**src/rtl/riscv_hazard_scoreboard.sv**
```systemverilog
// ---------------------------------------------------------------------------
// riscv_hazard_scoreboard
//
// Hazard and forwarding controller for the pipelined RISC-V core. It keeps a
// private copy of the register-usage fields of every instruction from Execute
// to Writeback. From that copy it derives:
//   - the forwarding selects for the Execute operands,
//   - the Decode write-through selects,
//   - load-use / RAW stalls,
//   - branch flushes,
//   - a memory-wait freeze.
// It also counts the cycles in which the PC was held.
//
// Parameters
//   DEPTH   tracked stages after Decode (slot0=E, slot1=M, slot DEPTH-1=W), 3..6
//   FWD_EN  1: forward from M/W into E; 0: no E forwarding, stall on every RAW
//   CNT_W   width of the saturating stall-cycle counter
//
// Ports
//   clock, reset                  core clock, asynchronous active-low reset
//   issue_d                       Decode holds a valid instruction
//   rs1_d, rs2_d                  Decode source registers
//   rs1_used_d, rs2_used_d        the source register is actually read
//   rd_d, regwrite_d, load_d      Decode destination, writes-rd, is-a-load
//   branch_taken_e                Execute redirects the PC this cycle
//   mem_busy                      data memory not ready; the whole pipe freezes
//   stall_f, stall_d              hold PC / hold F/D register
//   flush_d, flush_e              clear F/D register / clear D/E register (bubble)
//   freeze                        hold E/M and M/W registers
//   fwd_a_e, fwd_b_e              E operand select: 00 regfile, 10 from M, 01 from W
//   fwd_a_d, fwd_b_d              Decode write-through from W
//   stall_cnt                     cycles with stall_f=1, saturating at all-ones
//
// Control contract with the stage modules: there is no valid/ready handshake.
// Every control output is a same-cycle command. A stage obeys it on the next
// clock edge, and the scoreboard advances on that same edge exactly as the
// pipeline does.
// Priority: mem_busy > branch_taken_e > RAW hazard.
// ---------------------------------------------------------------------------
module riscv_hazard_scoreboard #(
   parameter int DEPTH  = 3,
   parameter int FWD_EN = 1,
   parameter int CNT_W  = 32
) (
   input  logic             clock,
   input  logic             reset,
   input  logic             issue_d,
   input  logic [4:0]       rs1_d,
   input  logic [4:0]       rs2_d,
   input  logic             rs1_used_d,
   input  logic             rs2_used_d,
   input  logic [4:0]       rd_d,
   input  logic             regwrite_d,
   input  logic             load_d,
   input  logic             branch_taken_e,
   input  logic             mem_busy,
   output logic             stall_f,
   output logic             stall_d,
   output logic             flush_d,
   output logic             flush_e,
   output logic             freeze,
   output logic [1:0]       fwd_a_e,
   output logic [1:0]       fwd_b_e,
   output logic             fwd_a_d,
   output logic             fwd_b_d,
   output logic [CNT_W-1:0] stall_cnt
);

   // One tracked instruction. The source fields are kept so that the
   // Execute-stage selects can be derived from slot0's own operands.
   typedef struct packed {
      logic       valid;
      logic [4:0] rd;
      logic       regWrite;
      logic       load;
      logic [4:0] rs1;
      logic       rs1Used;
      logic [4:0] rs2;
      logic       rs2Used;
   } slotT;

   localparam logic [CNT_W-1:0] CntOne = {{(CNT_W-1){1'b0}}, 1'b1};
   localparam logic [CNT_W-1:0] CntMax = '1;

   slotT sb [DEPTH];

   // Goes high on the first clock edge after reset is released. Until then
   // every output is forced low, so the stages see a quiet first cycle.
   logic armed;

   logic hzRaw;
   logic memBusyG;
   logic branchG;
   logic hzG;
   logic [1:0] fwdASel;
   logic [1:0] fwdBSel;
   logic wtA;
   logic wtB;
   slotT decodeSlot;

   // A slot produces a value that the consumer needs.
   // x0 is never a real producer.
   function automatic logic slotMatch(input slotT s, input logic [4:0] src,
                                      input logic used);
      return s.valid && s.regWrite && (s.rd != 5'd0) && (s.rd == src) && used;
   endfunction

   // Execute operand select. A load in M has no data yet, so it cannot
   // forward. The load-use stall already guarantees that such a consumer
   // only reaches E once the load sits in W.
   function automatic logic [1:0] eSelect(input slotT mSlot, input slotT wSlot,
                                          input logic [4:0] src, input logic used);
      logic [1:0] sel;
      sel = 2'b00;
      if (slotMatch(mSlot, src, used) && !mSlot.load) begin
         sel = 2'b10;
      end else if (slotMatch(wSlot, src, used)) begin
         sel = 2'b01;
      end
      return sel;
   endfunction

   // RAW hazard detection on the instruction in Decode.
   always_comb begin
      hzRaw = 1'b0;
      if (FWD_EN != 0) begin
         // A load in E cannot forward in time.
         if (sb[0].load && (slotMatch(sb[0], rs1_d, rs1_used_d) ||
                            slotMatch(sb[0], rs2_d, rs2_used_d))) begin
            hzRaw = 1'b1;
         end
         // Slots between M and W have no forward path. The loop is empty
         // for DEPTH=3.
         for (int k = 2; k <= DEPTH - 2; k++) begin
            if (slotMatch(sb[k], rs1_d, rs1_used_d) ||
                slotMatch(sb[k], rs2_d, rs2_used_d)) begin
               hzRaw = 1'b1;
            end
         end
      end else begin
         // Without forwarding, only the W write-through can serve Decode.
         for (int k = 0; k <= DEPTH - 2; k++) begin
            if (slotMatch(sb[k], rs1_d, rs1_used_d) ||
                slotMatch(sb[k], rs2_d, rs2_used_d)) begin
               hzRaw = 1'b1;
            end
         end
      end
   end

   // Selects and priority resolution.
   always_comb begin
      fwdASel = 2'b00;
      fwdBSel = 2'b00;
      if (FWD_EN != 0) begin
         fwdASel = eSelect(sb[1], sb[DEPTH-1], sb[0].rs1, sb[0].rs1Used);
         fwdBSel = eSelect(sb[1], sb[DEPTH-1], sb[0].rs2, sb[0].rs2Used);
      end
      wtA = slotMatch(sb[DEPTH-1], rs1_d, rs1_used_d);
      wtB = slotMatch(sb[DEPTH-1], rs2_d, rs2_used_d);

      // A branch seen during a freeze is dropped; Execute re-asserts it once
      // the freeze lifts.
      memBusyG = armed && mem_busy;
      branchG  = armed && !mem_busy && branch_taken_e;
      hzG      = armed && !mem_busy && !branch_taken_e && hzRaw;
   end

   // Control outputs.
   always_comb begin
      freeze  = memBusyG;
      stall_f = memBusyG || hzG;
      stall_d = memBusyG || hzG;
      flush_d = branchG;
      flush_e = branchG || hzG;
      fwd_a_e = armed ? fwdASel : 2'b00;
      fwd_b_e = armed ? fwdBSel : 2'b00;
      fwd_a_d = armed && wtA;
      fwd_b_d = armed && wtB;
   end

   // Decode fields as they enter slot0. A non-issuing Decode enters as an
   // all-zero bubble, so its stale source fields never drive a select.
   always_comb begin
      decodeSlot = '0;
      if (issue_d) begin
         decodeSlot.valid    = 1'b1;
         decodeSlot.rd       = rd_d;
         decodeSlot.regWrite = regwrite_d;
         decodeSlot.load     = load_d;
         decodeSlot.rs1      = rs1_d;
         decodeSlot.rs1Used  = rs1_used_d;
         decodeSlot.rs2      = rs2_d;
         decodeSlot.rs2Used  = rs2_used_d;
      end
   end

   // Scoreboard shift and the stall counter.
   always_ff @(posedge clock or negedge reset) begin
      if (!reset) begin
         armed     <= 1'b0;
         stall_cnt <= '0;
         for (int k = 0; k < DEPTH; k++) begin
            sb[k] <= '0;
         end
      end else begin
         armed <= 1'b1;
         if (!memBusyG) begin
            for (int k = DEPTH - 1; k > 0; k--) begin
               sb[k] <= sb[k-1];
            end
            // A flush or a RAW stall places a bubble in E.
            if (branchG || hzG) begin
               sb[0] <= '0;
            end else begin
               sb[0] <= decodeSlot;
            end
         end
         if (stall_f && (stall_cnt != CntMax)) begin
            stall_cnt <= stall_cnt + CntOne;
         end
      end
   end

endmodule

```
**config.mk**
```make
export PLATFORM = sky130hd
export DESIGN_NAME = riscv_hazard_scoreboard
export DESIGN_NICKNAME = d
export VERILOG_FILES = /design/src/rtl/riscv_hazard_scoreboard.sv
export SDC_FILE = /design/constraint.sdc
export NUM_CORES = 1
export LEC_CHECK = 0
export ABC_AREA = 1
export BUFFER_PORTS_ARGS = -buffer_cell sky130_fd_sc_hd__buf_2
export CAP_MARGIN = 20
export CORE_MARGIN = 2
export CORE_UTILIZATION = 30
export DETAILED_ROUTE_END_ITERATION = 12
export GPL_TIMING_DRIVEN = 0
export HOLD_SLACK_MARGIN = 0.1
export PLACE_DENSITY = 0.47
export REMOVE_ABC_BUFFERS = 1
export SYNTH_ARGS = -nofsm -noshare
export SYNTH_HDL_FRONTEND = slang
export SYNTH_SLANG_ARGS = --single-unit
```
**constraint.sdc**
```tcl
create_clock -name clock -period 1.9 [get_ports clock]
set_input_delay 0.285 -clock clock [delete_from_list [all_inputs] [get_ports clock]]
set_output_delay 0.285 -clock clock [all_outputs]
set_load 0.03 [all_outputs]
```
==> results of run 1 <==
## synthesized netlist by cell type, types with 2 or more instances
| master | count | share of area |
|---|---|---|
| a21oi_1 | 6 | 0.0069 |
| buf_2 | 4 | 0.0046 |
| buf_4 | 6 | 0.010 |
| buf_6 | 2 | 0.0052 |
| clkbuf_1 | 7 | 0.0060 |
| dfrtp_1 | 68 | 0.39 |
| inv_1 | 37 | 0.032 |
| inv_2 | 9 | 0.0078 |
| nand2_1 | 264 | 0.23 |
| nand2_2 | 3 | 0.0043 |
| nand3_1 | 34 | 0.039 |
| nand3_2 | 11 | 0.025 |
| nand3b_1 | 13 | 0.022 |
| nand4_1 | 24 | 0.035 |
| nor2_1 | 72 | 0.062 |
| nor2_2 | 3 | 0.0043 |
| nor3_1 | 6 | 0.0069 |
| o211ai_1 | 4 | 0.0069 |
| o21ai_0 | 20 | 0.023 |
| o22ai_1 | 14 | 0.020 |
| xnor2_1 | 5 | 0.010 |
| xor2_1 | 12 | 0.024 |
## worst reg2reg max path, stage by stage, from the launching register on
cell     delay [ps]
dfrtp_1         520
nand2_1         140
inv_2            80
nand3_1         100
nor3_4          330
nand3_4         130
buf_12          180
nand2_4         130
nand2_1          60
nand2_1          60
## final timing paths
kind | from | end | slack, ps | depth (start not counted)
min in group asynchronous | reset | stall_cnt[21] | 360 | 2
hold / removal | rd_d[1] | sb[55] | 190 | 3
hold reg to reg | sb[34] | sb[14] | 490 | 2
setup reg to reg | stall_cnt[25] | stall_cnt[28] | 110 | 9
setup / recovery | sb[37] | fwd_a_e[0] | -50 | 7
max in group asynchronous | reset | sb[17] | 970 | 3
## stage by stage
| stage | area [sq um] | utilization | power (mW) | setup WS (ps) | hold slack (ps) |
|---|---|---|---|---|---|
| 2_1_floorplan | 4230 | - | 2.10 | -769 | -10.6 |
| 3_3_place_gp | 4790 | 0.341 | 2.34 | -1590 | 461 |
| 3_5_place_dp | 4840 | 0.345 | 2.37 | -1580 | 189 |
| 4_1_cts | 5710 | 0.407 | 4.47 | -40.7 | 177 |
| 5_1_grt | 5910 | 0.421 | 4.74 | -167 | 183 |
| 6_report | 5910 | 0.421 | 4.53 | -49.1 | 188 |
## metal layers
| metal | up-vias | wire [um] | track usage |
|---|---|---|---|
| li1 | 2289 | - | - |
| met1 | 2230 | 7450 | 0.299 |
| met2 | 146 | 6730 | 0.288 |
| met3 | 25 | 1150 | 0.0447 |
| met4 | 0 | 323 | 0.0773 |
| met5 | - | 0 | 0 |
## logic make-up (layout without fill, tap and decap cells)
kind of cell | count (synthesis) | count (layout) | synth area share
buffers and inverters | 67 | 175 | 0.0676
flip-flops | 68 | 68 | 0.391
AND/OR/NAND/NOR | 435 | 441 | 0.440
adder cells (fa/ha/maj) | 1 | 1 | 0.00288
other | 1 | 1 | 0.000862
XOR/XNOR | 17 | 17 | 0.0342
AO/OA/AOI/OAI | 47 | 47 | 0.0633
## area by class of cell
cell class	instances	area (sq um)
clock buffers	9	225
clock inverters	7	123
fillers	1473	8130
inverters	47	194
multi-input cells	507	2600
flip-flops and latches	68	1720
well taps	180	225
repair buffers	111	817
repair inverters	1	5.00
## repair_timing
item                                   4_1_cts  5_1_grt
buffers inserted                            33        9
endpoints found under the hold margin       17        0
hold buffers                                 1        0
setup endpoints to repair                   66       48
gates cloned                                 5        2
resized for setup                           57       29
pin swaps                                   16       14
## cells in the final DEF (no fill, tap or decap), types with 2 or more instances in the layout
master,count
inv_1,25
dfrtp_2,15
buf_2,56
nand4_1,24
nand2_1,258
buf_16,2
buf_6,5
dfrtp_1,53
nand2_4,2
nand3_1,33
inv_2,16
nor3_2,3
nand3_4,2
bufinv_16,3
xor2_1,12
nand2_2,6
o21ai_0,19
nor3_1,3
clkbuf_16,9
inv_4,4
o22ai_1,13
nand3_2,11
nor2_2,5
nor2_4,2
a21oi_1,6
nand2_8,6
o211ai_1,4
inv_6,2
buf_4,42
nor2_1,68
nand3b_1,13
clkinvlp_4,4
xnor2_1,5
buf_12,5
## state kept, by name (all words and copies together), names as in the netlist
name and count:
armed 1, sb 35, stall_cnt 32
## power by group through the flow
stage | clock (mW) | sequential (mW) | combinational, mW
3_3_place_gp | 0 | 1.72 | 0.620
6_report | 1.96 | 1.72 | 0.849
2_1_floorplan | 0 | 1.75 | 0.350
3_5_place_dp | 0 | 1.73 | 0.640
5_1_grt | 2.07 | 1.73 | 0.936
4_1_cts | 2.00 | 1.70 | 0.775
==> results.md, run 1 <==
- Failing checks: negative setup slack
- #FFs+latches synth: 68
- Pre-antenna DRT Iters: 5
- Setup slack after layout: -49.1 ps
- Clock latency on the worst-skew pair: 340 ps
- Synthesized netlist cell count: 636
- Ys flop type: dfrtp_1
- Worst-path fanout max: 4
- CP arrival: between 1500 and 2000 ps
- Initial DRC count: 472
- GRT Overall Usage: 0.203
- DR WL/cell: 16.8 um
- Max-cap violations: 0
- Sw Pwr: 1.35 mW
- Int Pwr: 3.18 mW
- Worst path top cell family by delay: flip-flops
- Slew margin rel.: 0.580
- Power share of the clock group: 0.433
- Share of power burned in combinational logic: 0.188
- H-tree lvl count: 3
- Slew Viols, Final: 0
- First-pass GRT wire length: 24,900 um
- Sequential-to-total area share from yosys stat: 0.391
- Fin nets: 770
- Congestion Overflow GR: 0
- Fin Setup TNS: -151 ps
- Slowest CP cell: dfrtp_2
- Final period util: 1.03
- Ports: 67
- Synth-to-Final Area Change: 35.9%
- Placed Instances: ~860
- Initial antenna violation count: 0
- Ratio of cells with drive above 1 in the final layout: 0.279
- Total CTS buffers: 9
- Post-route insts no fill: 930
- Leakage: between 2 and 3 nW
- Pwr Density: about 770 nW/um^2
- Antenna Nets Post-Route: 0
- Hold Vio Cnt, Final: 0
- Number of enable flip-flop cells after synthesis: 0
- Sequential share of power: 0.379
- Clock Path Buffers: 2
- Synthesized area per cell: 6.84 sq um
- Vias: 4,690
- Die Span Y: ~120 um
- RSZ-0062 raised after global routing: yes
- Synth Cell Area: 4350 sq um
- IO buf count: 66
- Hold Crit Class: input pin to register
- Critical path class: register to primary output
- DRC Markers: 0
- Endpoints failing setup: 4
- Crit path buffers/inverters: 3
- Peak supply drop: 0.337 mV
- Clock root cell: clkbuf_16
- Clk sink count: 68
- Largest net degree at the start of global routing: 52
- Outcome: complete, but fails checks
- Yosys synthesis warning count: 0
- FFs w/ async S/R, synth: 1.00
- Fin crit period: 1950 ps
- DPL Wire Length: 10,000 um
- DIE AREA: 15,500 sq um
- CTS clk-pin slew, worst paths: approximately 60 ps
- Critical path cell sequence: inv_2 -> nand4_1 -> o211ai_1 -> buf_4 -> nor2_1 -> nor2_1 -> buf_4
- Clock skew: 8.86 ps
- Distinct cells, synth: 34
- Vias in the first global route: 4,464
- Total core area: 14,000 sq um
- Drt via density: 5.04
- TritonCTS clock tree: built
- Die Width: 124 um
- CP Data Required Time: about 1600 ps
- Drt total wl: between 15,000 and 20,000 um
- Fmax: 513 MHz
- Sw Ratio: 0.298
- Starting Density: 0.310
- Startpoint Class: register
- Gpl congestion: 0.899
- # diodes: 0
- Worst Tran Pin Value: around 630 ps
- Crit. End Element: primary output
- Largest stage delay, worst path: about 450 ps
- Row cnt: 43
Note: power is estimated with default switching activity, not from simulation.
==> run 2: changes to the inputs <==
--- a/config.mk
+++ b/config.mk
@@ -8,12 +8,15 @@
 export ABC_AREA = 1
 export BUFFER_PORTS_ARGS = -buffer_cell sky130_fd_sc_hd__buf_2
 export CAP_MARGIN = 20
+export CELL_PAD_IN_SITES_DETAIL_PLACEMENT = 0
+export CELL_PAD_IN_SITES_GLOBAL_PLACEMENT = 2
+export CORE_ASPECT_RATIO = 0.75
 export CORE_MARGIN = 2
 export CORE_UTILIZATION = 30
 export DETAILED_ROUTE_END_ITERATION = 12
 export GPL_TIMING_DRIVEN = 0
 export HOLD_SLACK_MARGIN = 0.1
-export PLACE_DENSITY = 0.47
+export PLACE_DENSITY = 0.76
 export REMOVE_ABC_BUFFERS = 1
 export SYNTH_ARGS = -nofsm -noshare
 export SYNTH_HDL_FRONTEND = slang
==> constraint.sdc (replaced) <==
create_clock -name clock -period 1.91 [get_ports clock]
set_input_delay 0.2865 -clock clock [delete_from_list [all_inputs] [get_ports clock]]
set_output_delay 0.2865 -clock clock [all_outputs]
set_load 0.03 [all_outputs]
==> results.md, run 2 (synthesis gave the netlist of run 1 again) <==
- Outcome: complete, but fails checks
- Failing checks: negative setup slack
- Drt via density: 4.98 (-1.3%)
- Fin crit period: ~2000 ps
- Fmax: 512 MHz
- Min Hold Slack: 179 ps (-8.42 ps)
- Die Width: 143 um (+15%)
- Crit path to: fwd_b_e[1]
- TritonCTS clock tree: built
- Peak supply drop: 0.415 mV (+23%)
- Reg2Reg Depth: 11 (+2)
- DPL Wire Length: 10,400 um (+3.5%)
- Setup crit start: sb[37]
- Largest register by flop count: sb
- Worst hold stages: 3 (unchanged)
- Finished Core Util: 0.398 (-0.0231)
- DR WL/cell: 16.7 um (-0.94%)
- IO buf count: 66 (unchanged)
- Critical path class: register to primary output
- Leakage: 2.83 nW (-3.4%)
- Total CTS buffers: 9 (unchanged)
- Vias: 4,656 (-0.72%)
- Congestion Overflow GR: 0 (unchanged)
- Initial DRC count: 351 (-26%)
- Reg2Reg Setup Slack: 130 ps (+20 ps)
- Hold Crit Class: input pin to register
- DRC Markers: 0 (unchanged)
- Commonest non-fill, non-tap cells in the layout: nand2_1, nor2_1, buf_2
- Drt total wl: 15,600 um (-0.41%)
- Vias in the first global route: 4,175 (-6.5%)
- Biggest regs: sb: 35 flops, stall_cnt: 32 flops, armed: 1 flops
- Largest net degree at the start of global routing: 49 (-5.8%)
- CP arrival: 1670 ps (about the same)
- Antenna Nets Post-Route: 0 (unchanged)
- First-pass GRT wire length: 24,100 um (-3.1%)
- Final period util: 1.02
- Setup slack after layout: -42.1 ps (+6.97 ps)
- Startpoint Class: register
- FF-to-FF Start: sb[56]
- Clock latency on the worst-skew pair: 340 ps (about the same)
- # diodes: 0 (unchanged)
- Hold Vio Cnt, Final: 0 (unchanged)
- Ratio of cells with drive above 1 in the final layout: 0.253 (-0.0256)
- GRT Overall Usage: 0.207 (+0.00428)
- Pwr Density: 729 nW/um^2 (-4.9%)
- Clk sink count: 68 (unchanged)
- RSZ-0062 raised after global routing: yes
- Initial antenna violation count: 0 (unchanged)
- H-tree lvl count: 3 (unchanged)
- Number of flip-flops in the largest register: 35 (unchanged)
- CP Data Required Time: 1620 ps (about the same)
- Slew Viols, Final: 0 (unchanged)
- Fin nets: 755 (-1.9%)
- Clock root cell: clkbuf_16
- Ports: 67 (unchanged)
- Starting Density: 0.304 (-0.00582)
- Gpl congestion: 0.921 (+2.5%)
- Clock skew: 5.95 ps (-2.91 ps)
- Pre-antenna DRT Iters: 5 (unchanged)
- Filler cell count in the final layout: 1,580 (+7.3%)
- Synth-to-Final Area Change: 30.9%
- DIE AREA: 15,500 sq um (about the same)
- Clock Path Buffers: 2 (unchanged)
- Commonest non-fill, non-tap cell in the layout: nand2_1
- Max-cap violations: 0 (unchanged)
- Endpoints failing setup: 3 (-1)
- Row cnt: 38 (-12%)
- CTS clk-pin slew, worst paths: 60 ps (about the same)
- Pre-CTS WS: -1500 ps (+80.4 ps)
- Worst flop-to-flop path endpoint: stall_cnt[23]
- Total core area: 14,300 sq um (+1.9%)
- Crit. End Element: primary output
- Worst-path fanout max: 4 (unchanged)
- Die Span Y: 108 um (-13%)
run 2: worst min-delay path by stage:
stage | endpoint | start | slack [ps]
6_report | sb[54] | rd_d[0] | 180
5_1_grt | sb[52] | load_d | 180
4_1_cts | sb[57] | rd_d[3] | 180
3_5_place_dp | stall_cnt[31] | reset | 200
3_3_place_gp | sb[19] | sb[19] | 460
2_1_floorplan | armed | reset | -9
run 2: final cells by class:
| class | count | area, sq um | area share |
|---|---|---|---|
| Timing Repair Buffer | 98 | 686 | 0.120 |
| Clock inverter | 5 | 52.6 | 0.00923 |
| Timing Repair inverter | 1 | 7.51 | 0.00132 |
| Clock buffer | 11 | 233 | 0.0409 |
| Sequential cell | 68 | 1720 | 0.302 |
| Tap cell | 200 | 250 | 0.0440 |
| Inverter | 47 | 196 | 0.0345 |
| Multi-Input combinational cell | 505 | 2550 | 0.448 |
run 2: worst max-delay path: stages, from the launching register on:
cell,delay (ps)
dfrtp_1,410
inv_2,70
nand4_1,100
o211ai_1,80
buf_4,160
buf_4,130
nor3_2,180
buf_4,190
run 2: layer usage:
metal  track usage  vias to the layer above  part of all wire
met5             0                        -                 0
met4        0.0339                        0            0.0082
met3        0.0465                       12             0.072
met2         0.274                      163              0.40
met1         0.338                     2233              0.52
li1              -                     2248                 -
run 2: what timing repair did:
action,CTS,global route
hold buffers,1,0
pin swaps,12,10
setup buffers,16,13
resized for setup,54,25
endpoints found under the setup margin,66,48
endpoints found under the hold margin,20,0
gates cloned,5,0
run 2: metrics by stage:
step	area, sq um	power (mW)	TNS [ps]	cells
final	5690	4.15	-56.5	935
after global routing	5690	4.34	-595	935
after CTS	5500	4.11	-97.6	922
after detailed placement	4870	2.35	-56460	884
after global placement	4810	2.33	-81300	882
after floorplan	4230	2.09	-29500	616
run 2: where the power goes:
part / switching (mW) / internal, mW
registers: 0.149 / 1.55
logic: 0.494 / 0.283
clock network: 0.669 / 1.01
